**src/rtl/m2_block_scheduler.sv**
```systemverilog
// m2_block_scheduler: steps the fetch / T-compute / S-compute / writeback engines
// through the 2400 8x8 blocks of a Y/U/V frame in a two-phase overlapped pipeline.
module m2_block_scheduler (
    input  logic        Clock,
    input  logic        Reset,
    input  logic        Enable,
    output logic        Done,
    output logic        Busy,
    output logic        fetch_start,
    output logic [17:0] fetch_addr,
    output logic [8:0]  fetch_stride,
    input  logic        fetch_done,
    output logic        ct_start,
    input  logic        ct_done,
    output logic        cs_start,
    input  logic        cs_done,
    output logic        write_start,
    input  logic        write_done,
    output logic [17:0] write_addr,
    output logic [7:0]  write_stride,
    output logic        sram_sel
);
    localparam int unsigned AW  = 18;
    localparam int unsigned BW  = 12;
    localparam int unsigned FSW = 9;
    localparam int unsigned WSW = 8;

    localparam logic [BW-1:0] LAST_BLK = BW'(2399);
    localparam logic [4:0]    ROW_LAST = 5'd29;
    localparam logic [AW-1:0] F_BASE_Y = AW'(76800);
    localparam logic [AW-1:0] F_BASE_U = AW'(153600);
    localparam logic [AW-1:0] F_BASE_V = AW'(192000);
    localparam logic [AW-1:0] W_BASE_Y = AW'(0);
    localparam logic [AW-1:0] W_BASE_U = AW'(38400);
    localparam logic [AW-1:0] W_BASE_V = AW'(57600);

    typedef enum logic [2:0] {
        S_IDLE, S_LI_FETCH, S_PHASE_A, S_PHASE_B, S_LO_WRITE, S_FINISH
    } state_t;

    state_t        state, state_nxt;
    logic [BW-1:0] blk, blk_nxt;
    logic          flag_f, flag_ct, flag_cs, flag_w;
    logic          flag_f_nxt, flag_ct_nxt, flag_cs_nxt, flag_w_nxt;
    logic          iss_f, iss_ct, iss_cs, iss_w, all_done, enter;
    logic          fetch_start_nxt, ct_start_nxt, cs_start_nxt, write_start_nxt;
    logic          done_nxt, busy_nxt, sram_sel_nxt, q_pop;

    logic [1:0]     f_seg;
    logic [4:0]     f_row;
    logic [5:0]     f_col, last_col;
    logic [AW-1:0]  f_row_addr, f_addr, w_row_addr, w_addr;
    logic [AW-1:0]  f_row_step, w_row_step, f_seg_base, w_seg_base;
    logic [FSW-1:0] f_stride_cur;
    logic [WSW-1:0] w_stride_cur;

    logic [AW-1:0]  q_addr   [2];
    logic [WSW-1:0] q_stride [2];
    logic [1:0]     q_cnt;

    // Next state, engine bookkeeping and registered-output next values
    always_comb begin
        state_nxt = state;
        blk_nxt   = blk;
        iss_f     = 1'b0;
        iss_ct    = 1'b0;
        iss_cs    = 1'b0;
        iss_w     = 1'b0;
        case (state)
            S_LI_FETCH: iss_f = 1'b1;
            S_PHASE_A: begin
                iss_ct = 1'b1;
                iss_f  = (blk != LAST_BLK);
            end
            S_PHASE_B: begin
                iss_cs = 1'b1;
                iss_w  = (blk != '0);
            end
            S_LO_WRITE: iss_w = 1'b1;
            default: ;
        endcase
        all_done = (flag_f | ~iss_f) & (flag_ct | ~iss_ct) &
                   (flag_cs | ~iss_cs) & (flag_w | ~iss_w);
        case (state)
            S_IDLE: if (Enable) begin
                state_nxt = S_LI_FETCH;
                blk_nxt   = '0;
            end
            S_LI_FETCH: if (all_done) state_nxt = S_PHASE_A;
            S_PHASE_A:  if (all_done) state_nxt = S_PHASE_B;
            S_PHASE_B: if (all_done) begin
                if (blk == LAST_BLK) begin
                    state_nxt = S_LO_WRITE;
                end else begin
                    state_nxt = S_PHASE_A;
                    blk_nxt   = blk + BW'(1);
                end
            end
            S_LO_WRITE: if (all_done) state_nxt = S_FINISH;
            S_FINISH:   state_nxt = S_IDLE;
            default:    state_nxt = S_IDLE;
        endcase
        enter           = (state_nxt != state);
        fetch_start_nxt = enter && ((state_nxt == S_LI_FETCH) ||
                          (state_nxt == S_PHASE_A && blk_nxt != LAST_BLK));
        ct_start_nxt    = enter && (state_nxt == S_PHASE_A);
        cs_start_nxt    = enter && (state_nxt == S_PHASE_B);
        write_start_nxt = enter && ((state_nxt == S_PHASE_B && blk_nxt != '0) ||
                          (state_nxt == S_LO_WRITE));
        done_nxt        = enter && (state_nxt == S_FINISH);
        busy_nxt        = (state_nxt != S_IDLE);
        sram_sel_nxt    = (state_nxt == S_PHASE_B) || (state_nxt == S_LO_WRITE);
        // The write address is staged one phase ahead of its write_start
        q_pop           = enter && ((state_nxt == S_PHASE_A && blk_nxt != '0) ||
                          (state_nxt == S_LO_WRITE));
        flag_f_nxt      = enter ? 1'b0 : (flag_f  | (fetch_done & iss_f));
        flag_ct_nxt     = enter ? 1'b0 : (flag_ct | (ct_done    & iss_ct));
        flag_cs_nxt     = enter ? 1'b0 : (flag_cs | (cs_done    & iss_cs));
        flag_w_nxt      = enter ? 1'b0 : (flag_w  | (write_done & iss_w));
    end

    always_ff @(posedge Clock or posedge Reset) begin
        if (Reset) begin
            state       <= S_IDLE;
            blk         <= '0;
            flag_f      <= 1'b0;
            flag_ct     <= 1'b0;
            flag_cs     <= 1'b0;
            flag_w      <= 1'b0;
            fetch_start <= 1'b0;
            ct_start    <= 1'b0;
            cs_start    <= 1'b0;
            write_start <= 1'b0;
            Done        <= 1'b0;
            Busy        <= 1'b0;
            sram_sel    <= 1'b0;
        end else begin
            state       <= state_nxt;
            blk         <= blk_nxt;
            flag_f      <= flag_f_nxt;
            flag_ct     <= flag_ct_nxt;
            flag_cs     <= flag_cs_nxt;
            flag_w      <= flag_w_nxt;
            fetch_start <= fetch_start_nxt;
            ct_start    <= ct_start_nxt;
            cs_start    <= cs_start_nxt;
            write_start <= write_start_nxt;
            Done        <= done_nxt;
            Busy        <= busy_nxt;
            sram_sel    <= sram_sel_nxt;
        end
    end

    // Per-segment geometry: row steps are 8 rows of the segment's stride
    always_comb begin
        last_col     = (f_seg == 2'd0) ? 6'd39 : 6'd19;
        f_stride_cur = (f_seg == 2'd0) ? FSW'(320) : FSW'(160);
        w_stride_cur = (f_seg == 2'd0) ? WSW'(160) : WSW'(80);
        f_row_step   = (f_seg == 2'd0) ? AW'(2560) : AW'(1280);
        w_row_step   = (f_seg == 2'd0) ? AW'(1280) : AW'(640);
        f_seg_base   = (f_seg == 2'd0) ? F_BASE_U : F_BASE_V;
        w_seg_base   = (f_seg == 2'd0) ? W_BASE_U : W_BASE_V;
    end

    // Block walker and write-address delay queue
    always_ff @(posedge Clock or posedge Reset) begin
        if (Reset) begin
            f_seg        <= '0;
            f_row        <= '0;
            f_col        <= '0;
            f_row_addr   <= F_BASE_Y;
            f_addr       <= F_BASE_Y;
            w_row_addr   <= W_BASE_Y;
            w_addr       <= W_BASE_Y;
            fetch_addr   <= '0;
            fetch_stride <= '0;
            write_addr   <= '0;
            write_stride <= '0;
            q_addr[0]    <= '0;
            q_addr[1]    <= '0;
            q_stride[0]  <= '0;
            q_stride[1]  <= '0;
            q_cnt        <= '0;
        end else begin
            if (fetch_start_nxt) begin
                fetch_addr   <= f_addr;
                fetch_stride <= f_stride_cur;
                if (f_col != last_col) begin
                    f_col  <= f_col + 6'd1;
                    f_addr <= f_addr + AW'(8);
                    w_addr <= w_addr + AW'(4);
                end else if (f_row != ROW_LAST) begin
                    f_col      <= '0;
                    f_row      <= f_row + 5'd1;
                    f_row_addr <= f_row_addr + f_row_step;
                    f_addr     <= f_row_addr + f_row_step;
                    w_row_addr <= w_row_addr + w_row_step;
                    w_addr     <= w_row_addr + w_row_step;
                end else begin
                    f_col      <= '0;
                    f_row      <= '0;
                    f_seg      <= f_seg + 2'd1;
                    f_row_addr <= f_seg_base;
                    f_addr     <= f_seg_base;
                    w_row_addr <= w_seg_base;
                    w_addr     <= w_seg_base;
                end
            end else if (state == S_FINISH) begin
                f_seg      <= '0;
                f_row      <= '0;
                f_col      <= '0;
                f_row_addr <= F_BASE_Y;
                f_addr     <= F_BASE_Y;
                w_row_addr <= W_BASE_Y;
                w_addr     <= W_BASE_Y;
            end
            if (q_pop) begin
                write_addr   <= q_addr[0];
                write_stride <= q_stride[0];
            end
            case ({fetch_start_nxt, q_pop})
                2'b01: begin
                    q_addr[0]   <= q_addr[1];
                    q_stride[0] <= q_stride[1];
                    q_cnt       <= q_cnt - 2'd1;
                end
                2'b10: begin
                    if (q_cnt == 2'd0) begin
                        q_addr[0]   <= w_addr;
                        q_stride[0] <= w_stride_cur;
                    end else begin
                        q_addr[1]   <= w_addr;
                        q_stride[1] <= w_stride_cur;
                    end
                    q_cnt <= q_cnt + 2'd1;
                end
                2'b11: begin
                    if (q_cnt == 2'd2) begin
                        q_addr[0]   <= q_addr[1];
                        q_stride[0] <= q_stride[1];
                        q_addr[1]   <= w_addr;
                        q_stride[1] <= w_stride_cur;
                    end else begin
                        q_addr[0]   <= w_addr;
                        q_stride[0] <= w_stride_cur;
                    end
                end
                default: ;
            endcase
        end
    end
endmodule

```
**config.mk**
```make
export PLATFORM = sky130hd
export DESIGN_NAME = m2_block_scheduler
export DESIGN_NICKNAME = d
export VERILOG_FILES = /design/src/rtl/m2_block_scheduler.sv
export SDC_FILE = /design/constraint.sdc
export NUM_CORES = 1
export LEC_CHECK = 0
export BUFFER_PORTS_ARGS = -buffer_cell sky130_fd_sc_hd__buf_2
export CORE_MARGIN = 4
export CORE_UTILIZATION = 65
export DETAILED_ROUTE_END_ITERATION = 8
export PLACE_DENSITY = 0.85
export SYNTH_ARGS = -nofsm -noshare
export SYNTH_HDL_FRONTEND = slang
export SYNTH_SLANG_ARGS = --single-unit
export TNS_END_PERCENT = 30
```
**constraint.sdc**
```tcl
create_clock -name Clock -period 12.5 [get_ports Clock]
set_clock_uncertainty 0.1 [all_clocks]
set_input_delay 1.875 -clock Clock [delete_from_list [all_inputs] [get_ports Clock]]
set_output_delay 1.875 -clock Clock [all_outputs]
set_load 0.01 [all_outputs]
```
==> results_tabular.tex, run 1 <==
\begin{tabular}{lr}
\hline
Metric & Value \\
\hline
\multicolumn{2}{l}{\textbf{Clock tree}} \\
\quad Max Root-Sink Buffers & 2 \\
\quad Buffer count from post-CTS setup fixing & 0 \\
\quad Clk\_lat worst skew & 0.43 ns \\
\quad Clock sink count & 193 \\
\quad TritonCTS clock tree & done \\
\quad Inserted Clock Buffers & 17 \\
\quad Clock input transition at the sequential cells of the worst setup and hold paths & 0.07 ns \\
\quad Clock root cell & sky130\_fd\_sc\_hd\_\_clkbuf\_16 \\
\quad Number of buffers inserted for hold repair after clock tree synthesis & 0 \\
\quad PostCTS Resize Cnt & 0 \\
\quad H-tree levels & 4 \\
\multicolumn{2}{l}{\textbf{Global routing}} \\
\quad Global-route wire length before repair & 36.3 mm \\
\quad Pin count of the biggest net entering global routing & 116 \\
\quad Via count of the first global-routing pass & 7157 \\
\quad Antenna violations before repair & 0 \\
\quad Total global-route track usage & 26.7\% \\
\quad Global route overflow & 0 \\
\multicolumn{2}{l}{\textbf{Logic synthesis}} \\
\quad FFs w/ async S/R, synth & 100\% \\
\quad Average size of a mapped cell & 10.0 um\^{}2 \\
\quad Count of yosys warnings during synthesis & 0 \\
\quad Count of flip-flops with a built-in enable after synthesis & 0 \\
\quad Post-synthesis cell count & 964 \\
\quad Fraction of the yosys area taken by sequential cells & 50.1\% \\
\quad Synth unique cells & 74 \\
\quad Synth area leaders & sky130\_fd\_sc\_hd\_\_dfrtp\_1 48\%, sky130\_fd\_sc\_hd\_\_mux2\_2 4.8\%, sky130\_fd\_sc\_hd\_\_nand2\_1 4.1\% \\
\quad Cell type contributing the most total cell area after synthesis & sky130\_fd\_sc\_hd\_\_dfrtp\_1 \\
\quad Post-synthesis sequential element count & 193 \\
\quad Mapped Area & 9670 um\^{}2 \\
\quad Share of the synthesized area in the top cell type & 47.9\% \\
\quad Primary FF master, synth & sky130\_fd\_sc\_hd\_\_dfrtp\_1 \\
\multicolumn{2}{l}{\textbf{Die}} \\
\quad Die extent in y & 130 um \\
\quad Die Area & 16900 um\^{}2 \\
\quad Starting Density & 66.5\% \\
\quad Total core area & 14500 um\^{}2 \\
\quad Row count & 44 \\
\quad Ports placed on the boundary & 67 \\
\quad Die Width & 130 um \\
\multicolumn{2}{l}{\textbf{Drt}} \\
\quad DR WL/cell & 18.4 um \\
\quad Post-route DRC violation count & 0 \\
\quad Via-to-Cell Ratio & 6.41 \\
\quad First-pass iteration count of the detailed router & 5 \\
\quad Antenna Violating Nets Remaining & 0 \\
\quad Final WL & 21.7 mm \\
\quad Overall via count from detail\_route & 7595 \\
\quad Starting DRT DRC Count & 798 \\
\multicolumn{2}{l}{\textbf{STA}} \\
\quad Worst Max-Slew Pin Slew & 1.20 ns \\
\quad Highest clock frequency the design can meet & 161 MHz \\
\quad Time the worst path needs with I/O delays and setup & 6.20 ns \\
\quad Final Hold Violating Endpoints & 0 \\
\quad RSZ-0062 raised after global routing & false \\
\quad Number of pins with negative max-slew slack in the final report & 0 \\
\quad Final-layout setup total negative slack & 0 ns \\
\quad Period utilisation layout & 49.6\% \\
\quad Headroom to the max-slew limit & 19.8\% \\
\quad Finish-stage setup viols & 0 \\
\multicolumn{2}{l}{\textbf{Power and ir drop}} \\
\quad Peak supply drop & 176 uV \\
\quad Switching Fraction & 40.7\% \\
\quad Net switching power of the design & 1.06 mW \\
\quad Combinational power share & 43.1\% \\
\quad Leakage component of the power & 4.85 nW \\
\quad Portion of total power attributed to the clock network & 22.1\% \\
\quad Total power divided by cell area & 246 nW/um\^{}2 \\
\quad Total internal power & 1.54 mW \\
\quad Sequential fraction of design power & 34.8\% \\
\multicolumn{2}{l}{\textbf{Worst setup path}} \\
\quad Critical Path Fanout Max & 54 \\
\quad Critical Setup Path Class & input port to flop \\
\quad Required time worst endpoint & 12.76 ns \\
\quad Cells along the critical path & buf\_2, or3b\_2, a21o\_1, a21o\_1, nand2\_1, o41ai\_1, or4\_4, o41a\_4, nor2\_8, inv\_2, ha\_1, inv\_1, a21oi\_1, a21oi\_2, a22oi\_1, a21oi\_1 \\
\quad Critical Path Source Type & input port \\
\quad Crit end category & flop \\
\quad Worst reg-to-reg setup slack & 6.71 ns \\
\quad Cell with the largest stage delay on the worst path & sky130\_fd\_sc\_hd\_\_a21oi\_2 \\
\quad Worst reg2reg path depth & 17 \\
\quad Data arrival time of the critical path & 6.46 ns \\
\quad Worst reg2reg startpoint & blk[0]\$\_DFF\_PP0\_ \\
\quad Endpoint of the lowest-slack register-to-register path & q\_addr[3]\$\_DFFE\_PP0P\_ \\
\quad Delay of the slowest cell on the worst path & 0.72 ns \\
\multicolumn{2}{l}{\textbf{Place}} \\
\quad Post-place instance area & 9950 um\^{}2 \\
\quad Final Wtd Congestion & 0.906 \\
\quad Detailed placement HPWL & 13.8 mm \\
\quad Port-buffer cells & 57 \\
\multicolumn{2}{l}{\textbf{Min path}} \\
\quad Hold path cells & 2 \\
\quad Capture endpoint of the worst hold path & fetch\_addr[3]\$\_DFFE\_PP0P\_ \\
\quad Type of the tightest min-delay check & flop to flop \\
\quad Launch point of the worst hold path & fetch\_addr[3]\$\_DFFE\_PP0P\_ \\
\multicolumn{2}{l}{\textbf{Cells and area}} \\
\quad Final cell area excluding filler cells & 10600 um\^{}2 \\
\quad Number of fillers in the final layout & 1045 \\
\quad Most frequent standard cell in the layout excluding fill and tap cells & sky130\_fd\_sc\_hd\_\_dfrtp\_1 \\
\quad Proportion of layout cells with a drive suffix above 1 & 17.5\% \\
\quad Commonest cells after routing, fill and taps aside & 185 x sky130\_fd\_sc\_hd\_\_dfrtp\_1, 105 x sky130\_fd\_sc\_hd\_\_nand2\_1, 69 x sky130\_fd\_sc\_hd\_\_nor2\_1 \\
\quad Area growth from synthesis to layout & 9.37\% \\
\quad Number of nets at the end of the flow & 1016 \\
\quad Diodes inserted & 0 \\
\multicolumn{2}{l}{\textbf{Outcome}} \\
\quad Outcome & finished, final reports clean \\
\multicolumn{2}{l}{\textbf{Flow run}} \\
\quad Number of max-cap violations & 0 \\
\hline
\end{tabular}
-- sequential cells by signal, summed over array words and instances, names as in the netlist, 3 cells and up --
name	count
q_addr	36
f_addr	18
f_row_addr	18
fetch_addr	18
w_addr	18
w_row_addr	18
write_addr	18
blk	12
f_col	6
f_row	5
q_stride	4
state	3
-- power groups by stage --
stage	Sequential [mW]	Clock, mW	Combinational [mW]
2_1_floorplan	0.895	0	0.873
6_report	0.905	0.575	1.12
5_1_grt	0.927	0.604	1.24
3_5_place_dp	0.913	0	1.10
4_1_cts	0.905	0.579	1.12
3_3_place_gp	0.906	0	1.06
-- final cells by class --
type	instances	area (um^2)	share of cell area, %
Sequential cell	193	4840	45.8
Clock inverter	13	174	1.64
Multi-Input combinational cell	687	4430	41.9
Timing Repair Buffer	68	368	3.48
Clock buffer	19	453	4.28
Tap cell	184	230	2.18
Inverter	20	82.6	0.781
-- worst max-delay path, delay by kind of cell --
kind,cells,cell delay (ns)
compound gates,8,2.34
simple gates,4,1.65
buf+inv,3,0.30
fa+ha+maj,1,0.26
-- cell usage after synthesis, drive strengths merged, types with 5 or more instances --
cell and instances:
dfrtp 185, nand2 105, nor2 71, a21oi 64, o21ai 44, mux2 41, buf 37, clkbuf 35
a22oi 27, o22ai 25, nand3 24, nor3 24, a22o 21, and3 21, ha 20, inv 20
nor2b 20, o2bb2ai 16, nand4 14, xnor2 12, nor3b 11, a21o 9, a31oi 9, dfstp 8
xor2 8, a31o 5, nand3b 5
-- worst max-delay path by stage --
stage                     cells after the start   start                        to
after global placement                       16  Enable  q_stride[14]$_DFFE_PP0P_
after CTS                                    16  Enable    q_addr[31]$_DFFE_PP0P_
after global routing                         16  Enable    q_addr[25]$_DFFE_PP0P_
after detailed placement                     16  Enable    q_addr[31]$_DFFE_PP0P_
final                                        16  Enable    q_addr[31]$_DFFE_PP0P_
after floorplan                               1   Reset            Busy$_DFF_PP0_
-- cells by family after synthesis --
| group | share of synthesized area [%] |
|---|---|
| flops | 50.1 |
| fa+ha+maj | 3.00 |
| compound gates | 18.4 |
| buf+inv | 4.58 |
| other cells | 0.0388 |
| mux | 4.98 |
| simple gates | 17.1 |
| xor+xnor | 1.81 |
-- metal layers --
| metal | part of all wire [%] | routed length [um] | track usage (%) | vias to the layer above |
|---|---|---|---|---|
| met5 | 0 | 0 | 0 | - |
| met4 | 1.6 | 348 | 6.85 | 0 |
| met3 | 6.0 | 1310 | 4.67 | 31 |
| met2 | 48 | 10400 | 42.3 | 285 |
| met1 | 45 | 9670 | 38.7 | 3744 |
| li1 | - | - | - | 3535 |
-- through the flow --
step                      power [mW]  std cells  setup WS (ns)  utilization, %  hold WS (ns)
after global routing            2.77       1184           6.05            72.8         0.398
after CTS                       2.60       1184           6.34            72.8         0.366
final                           2.60       1184           6.30            72.8         0.359
after detailed placement        2.01       1152           5.98            68.4         0.351
after global placement          1.97       1152           6.10            68.4         0.349
after floorplan                 1.77        972           5.28               -         0.346
Power figures use the tool's default switching activity.
==> run 2, diff against run 1 <==
--- a/config.mk
+++ b/config.mk
@@ -7,9 +7,9 @@
 export LEC_CHECK = 0
 export BUFFER_PORTS_ARGS = -buffer_cell sky130_fd_sc_hd__buf_2
 export CORE_MARGIN = 4
-export CORE_UTILIZATION = 65
+export CORE_UTILIZATION = 55
 export DETAILED_ROUTE_END_ITERATION = 8
-export PLACE_DENSITY = 0.85
+export PLACE_DENSITY = 0.77
 export SYNTH_ARGS = -nofsm -noshare
 export SYNTH_HDL_FRONTEND = slang
 export SYNTH_SLANG_ARGS = --single-unit
==> constraint.sdc (replaced) <==
create_clock -name Clock -period 5.7 [get_ports Clock]
set_clock_uncertainty 0.1 [all_clocks]
set_input_delay 0.855 -clock Clock [delete_from_list [all_inputs] [get_ports Clock]]
set_output_delay 0.855 -clock Clock [all_outputs]
set_load 0.01 [all_outputs]
==> run 2 against run 1 <==
Sequential cell count stayed put. Clock-buffer cell count is the same. Global-route usage shrank 4.2 points. Utilization is 11 points lower. First-iteration DRC count shrank 25%. Non-clock buffer count grew 10. Via count decreased by 1.3%. Sequential share of layout area fell by 0.54 points. Sequential power is 120% higher. Cell count is 4.3% higher. Worst setup slack got worse by 5.4 ns. Critical endpoint unchanged. Largest power group unchanged. Highest routed layer unchanged.
==> results_tabular.tex, run 2 (synthesized netlist as in run 1, its figures left out) <==
\begin{tabular}{lr}
\hline
Metric & Value \\
\hline
\multicolumn{2}{l}{\textbf{Outcome}} \\
\quad Outcome & finished, final reports clean \\
\multicolumn{2}{l}{\textbf{Drt}} \\
\quad Post-route DRC violation count & 0 \\
\quad Met2 Wirelength & 10.5 mm \\
\quad Final WL & 21.7 mm \\
\quad Via-to-Cell Ratio & 6.07 \\
\quad Overall via count from detail\_route & 7493 \\
\quad Antenna Violating Nets Remaining & 0 \\
\quad Starting DRT DRC Count & 595 \\
\quad DR WL/cell & 17.6 um \\
\quad Met3 wirelength from detailed routing & 1.29 mm \\
\quad DRT met1 WL & 9.71 mm \\
\quad First-pass iteration count of the detailed router & 5 \\
\quad Top routing layer in use & met4 \\
\multicolumn{2}{l}{\textbf{Min path}} \\
\quad Type of the tightest min-delay check & flop to flop \\
\quad Hold path cells & 2 \\
\quad Capture endpoint of the worst hold path & fetch\_addr[2]\$\_DFFE\_PP0P\_ \\
\quad Launch point of the worst hold path & fetch\_addr[2]\$\_DFFE\_PP0P\_ \\
\multicolumn{2}{l}{\textbf{STA}} \\
\quad Time the worst path needs with I/O delays and setup & 4.83 ns \\
\quad Worst Max-Slew Pin Slew & 1.01 ns \\
\quad Highest clock frequency the design can meet & 207 MHz \\
\quad Period utilisation layout & 84.8\% \\
\quad RSZ-0062 raised after global routing & false \\
\quad Final-layout setup total negative slack & 0 ns \\
\quad Final Hold Violating Endpoints & 0 \\
\quad Finish-stage setup viols & 0 \\
\quad Minimum setup slack in the final design & 0.866 ns \\
\quad Number of pins with negative max-slew slack in the final report & 0 \\
\quad Headroom to the max-slew limit & 32.2\% \\
\multicolumn{2}{l}{\textbf{Die}} \\
\quad Ports placed on the boundary & 67 \\
\quad Die Width & 141 um \\
\quad Starting Density & 56.1\% \\
\quad Die Area & 19800 um\^{}2 \\
\quad Row count & 48 \\
\quad Die extent in y & 141 um \\
\quad Total core area & 17200 um\^{}2 \\
\multicolumn{2}{l}{\textbf{Cells and area}} \\
\quad Diodes inserted & 0 \\
\quad Number of nets at the end of the flow & 1026 \\
\quad Largest reg by FF count & q\_addr \\
\quad Most frequent standard cell in the layout excluding fill and tap cells & sky130\_fd\_sc\_hd\_\_dfrtp\_1 \\
\quad Commonest cells after routing, fill and taps aside & 185 x sky130\_fd\_sc\_hd\_\_dfrtp\_1, 105 x sky130\_fd\_sc\_hd\_\_nand2\_1, 69 x sky130\_fd\_sc\_hd\_\_nor2\_1 \\
\quad Number of flip-flops in the largest register & 36 \\
\quad Area growth from synthesis to layout & 10.7\% \\
\quad Proportion of layout cells with a drive suffix above 1 & 18.2\% \\
\multicolumn{2}{l}{\textbf{Worst setup path}} \\
\quad Critical Path Fanout Max & 20 \\
\quad Endpoint of the lowest-slack register-to-register path & q\_addr[31]\$\_DFFE\_PP0P\_ \\
\quad Worst reg-to-reg setup slack & 0.87 ns \\
\quad Critical Setup Path Class & flop to flop \\
\quad Data arrival time of the critical path & 5.09 ns \\
\quad Worst reg2reg path depth & 18 \\
\quad Critical Path Source Type & flop \\
\quad Worst reg2reg startpoint & blk[0]\$\_DFF\_PP0\_ \\
\quad Crit end category & flop \\
\quad Required time worst endpoint & 5.95 ns \\
\multicolumn{2}{l}{\textbf{Global routing}} \\
\quad Via count of the first global-routing pass & 7319 \\
\quad Pin count of the biggest net entering global routing & 148 \\
\quad Global-route wire length before repair & 36.7 mm \\
\quad Total global-route track usage & 22.5\% \\
\quad Global route overflow & 0 \\
\quad Antenna violations before repair & 0 \\
\multicolumn{2}{l}{\textbf{Power and ir drop}} \\
\quad Power, Total & 5.71 mW \\
\quad Total power divided by cell area & 534 nW/um\^{}2 \\
\quad Switching Fraction & 40.2\% \\
\quad Peak supply drop & 344 uV \\
\quad Total internal power & 3.42 mW \\
\quad Sequential fraction of design power & 34.5\% \\
\quad Portion of total power attributed to the clock network & 21.8\% \\
\quad Combinational power share & 43.7\% \\
\quad Net switching power of the design & 2.30 mW \\
\quad Leakage component of the power & 4.89 nW \\
\multicolumn{2}{l}{\textbf{Place}} \\
\quad Final Wtd Congestion & 0.895 \\
\quad Port-buffer cells & 57 \\
\quad Place WS & 0.586 ns \\
\quad Detailed placement HPWL & 14.2 mm \\
\multicolumn{2}{l}{\textbf{Clock tree}} \\
\quad Max Root-Sink Buffers & 2 \\
\quad Clk\_lat worst skew & 0.43 ns \\
\quad Clock sink count & 193 \\
\quad Inserted Clock Buffers & 17 \\
\quad Number of buffers inserted for hold repair after clock tree synthesis & 0 \\
\quad Clock root cell & sky130\_fd\_sc\_hd\_\_clkbuf\_16 \\
\quad H-tree levels & 4 \\
\quad TritonCTS clock tree & done \\
\quad Clock input transition at the sequential cells of the worst setup and hold paths & 0.07 ns \\
\multicolumn{2}{l}{\textbf{Flow run}} \\
\quad Number of max-cap violations & 0 \\
\hline
\end{tabular}
[run 2: metal layers]
| layer | up-vias | track usage [%] |
|---|---|---|
| met5 | - | 0 |
| met4 | 0 | 5.46 |
| met3 | 24 | 4.51 |
| met2 | 241 | 37.1 |
| met1 | 3679 | 31.1 |
| li1 | 3549 | - |
[run 2: per-stage QoR]
stage               area (um^2)  hold slack, ns  utilization, %  std cells
finish                    10700           0.365            62.1       1235
global route              10700           0.401            62.1       1235
CTS                       10700           0.367            62.1       1235
detailed placement        10100           0.352            58.5       1203
global placement          10100           0.347            58.5       1203
floorplan                  9700           0.346               -        972
[run 2: how the worst max path moves through the flow]
stage	from	end	slack, ns	depth (start not counted)
3_3_place_gp	blk[0]$_DFF_PP0_	q_addr[22]$_DFFE_PP0P_	0.69	18
6_report	blk[0]$_DFF_PP0_	q_addr[31]$_DFFE_PP0P_	0.87	18
4_1_cts	blk[0]$_DFF_PP0_	q_addr[31]$_DFFE_PP0P_	0.58	18
5_1_grt	blk[0]$_DFF_PP0_	q_addr[31]$_DFFE_PP0P_	0.39	18
3_5_place_dp	blk[0]$_DFF_PP0_	q_addr[22]$_DFFE_PP0P_	0.59	18
2_1_floorplan	blk[9]$_DFF_PP0_	q_addr[0]$_DFFE_PP0P_	0.74	18
[run 2: power by group through the flow]
| stage | combinational, mW | clock [mW] | sequential [mW] |
|---|---|---|---|
| global route | 2.79 | 1.33 | 2.02 |
| finish | 2.50 | 1.24 | 1.97 |
| floorplan | 1.92 | 0 | 1.96 |
| global placement | 2.41 | 0 | 1.98 |
| detailed placement | 2.48 | 0 | 1.99 |
| CTS | 2.49 | 1.27 | 1.97 |
[run 2: repair_timing]
| action | 4_1_cts | 5_1_grt |
|---|---|---|
| setup buffers | 0 | 0 |
| gates resized for setup | 0 | 1 |
| setup endpoints to repair | 0 | 1 |
[run 2: area by class of cell]
| type | count | area, um^2 |
|---|---|---|
| inverters | 20 | 78.8 |
| clock buffers | 19 | 443 |
| repair buffers | 78 | 455 |
| fillers | 1450 | 6540 |
| clock inverters | 13 | 174 |
| multi-input cells | 687 | 4430 |
| well taps | 225 | 282 |
| flip-flops and latches | 193 | 4840 |
[run 2: worst max-delay path, cell delays in order (launching register included)]
cell,delay (ns)
sky130_fd_sc_hd__dfrtp_1,0.46
sky130_fd_sc_hd__inv_1,0.11
sky130_fd_sc_hd__ha_1,0.15
sky130_fd_sc_hd__nor4b_1,0.30
sky130_fd_sc_hd__nand4_1,0.22
sky130_fd_sc_hd__a21boi_2,0.62
sky130_fd_sc_hd__a21oi_1,0.13
sky130_fd_sc_hd__nor3_1,0.48
sky130_fd_sc_hd__nor3_1,0.12
sky130_fd_sc_hd__nand4b_1,0.12
sky130_fd_sc_hd__o21ai_0,0.12
sky130_fd_sc_hd__or3_1,0.47
sky130_fd_sc_hd__inv_1,0.09
sky130_fd_sc_hd__ha_1,0.16
sky130_fd_sc_hd__inv_1,0.06
sky130_fd_sc_hd__a21oi_1,0.25
sky130_fd_sc_hd__or2_2,0.43
sky130_fd_sc_hd__a22oi_1,0.16
sky130_fd_sc_hd__a21oi_1,0.18
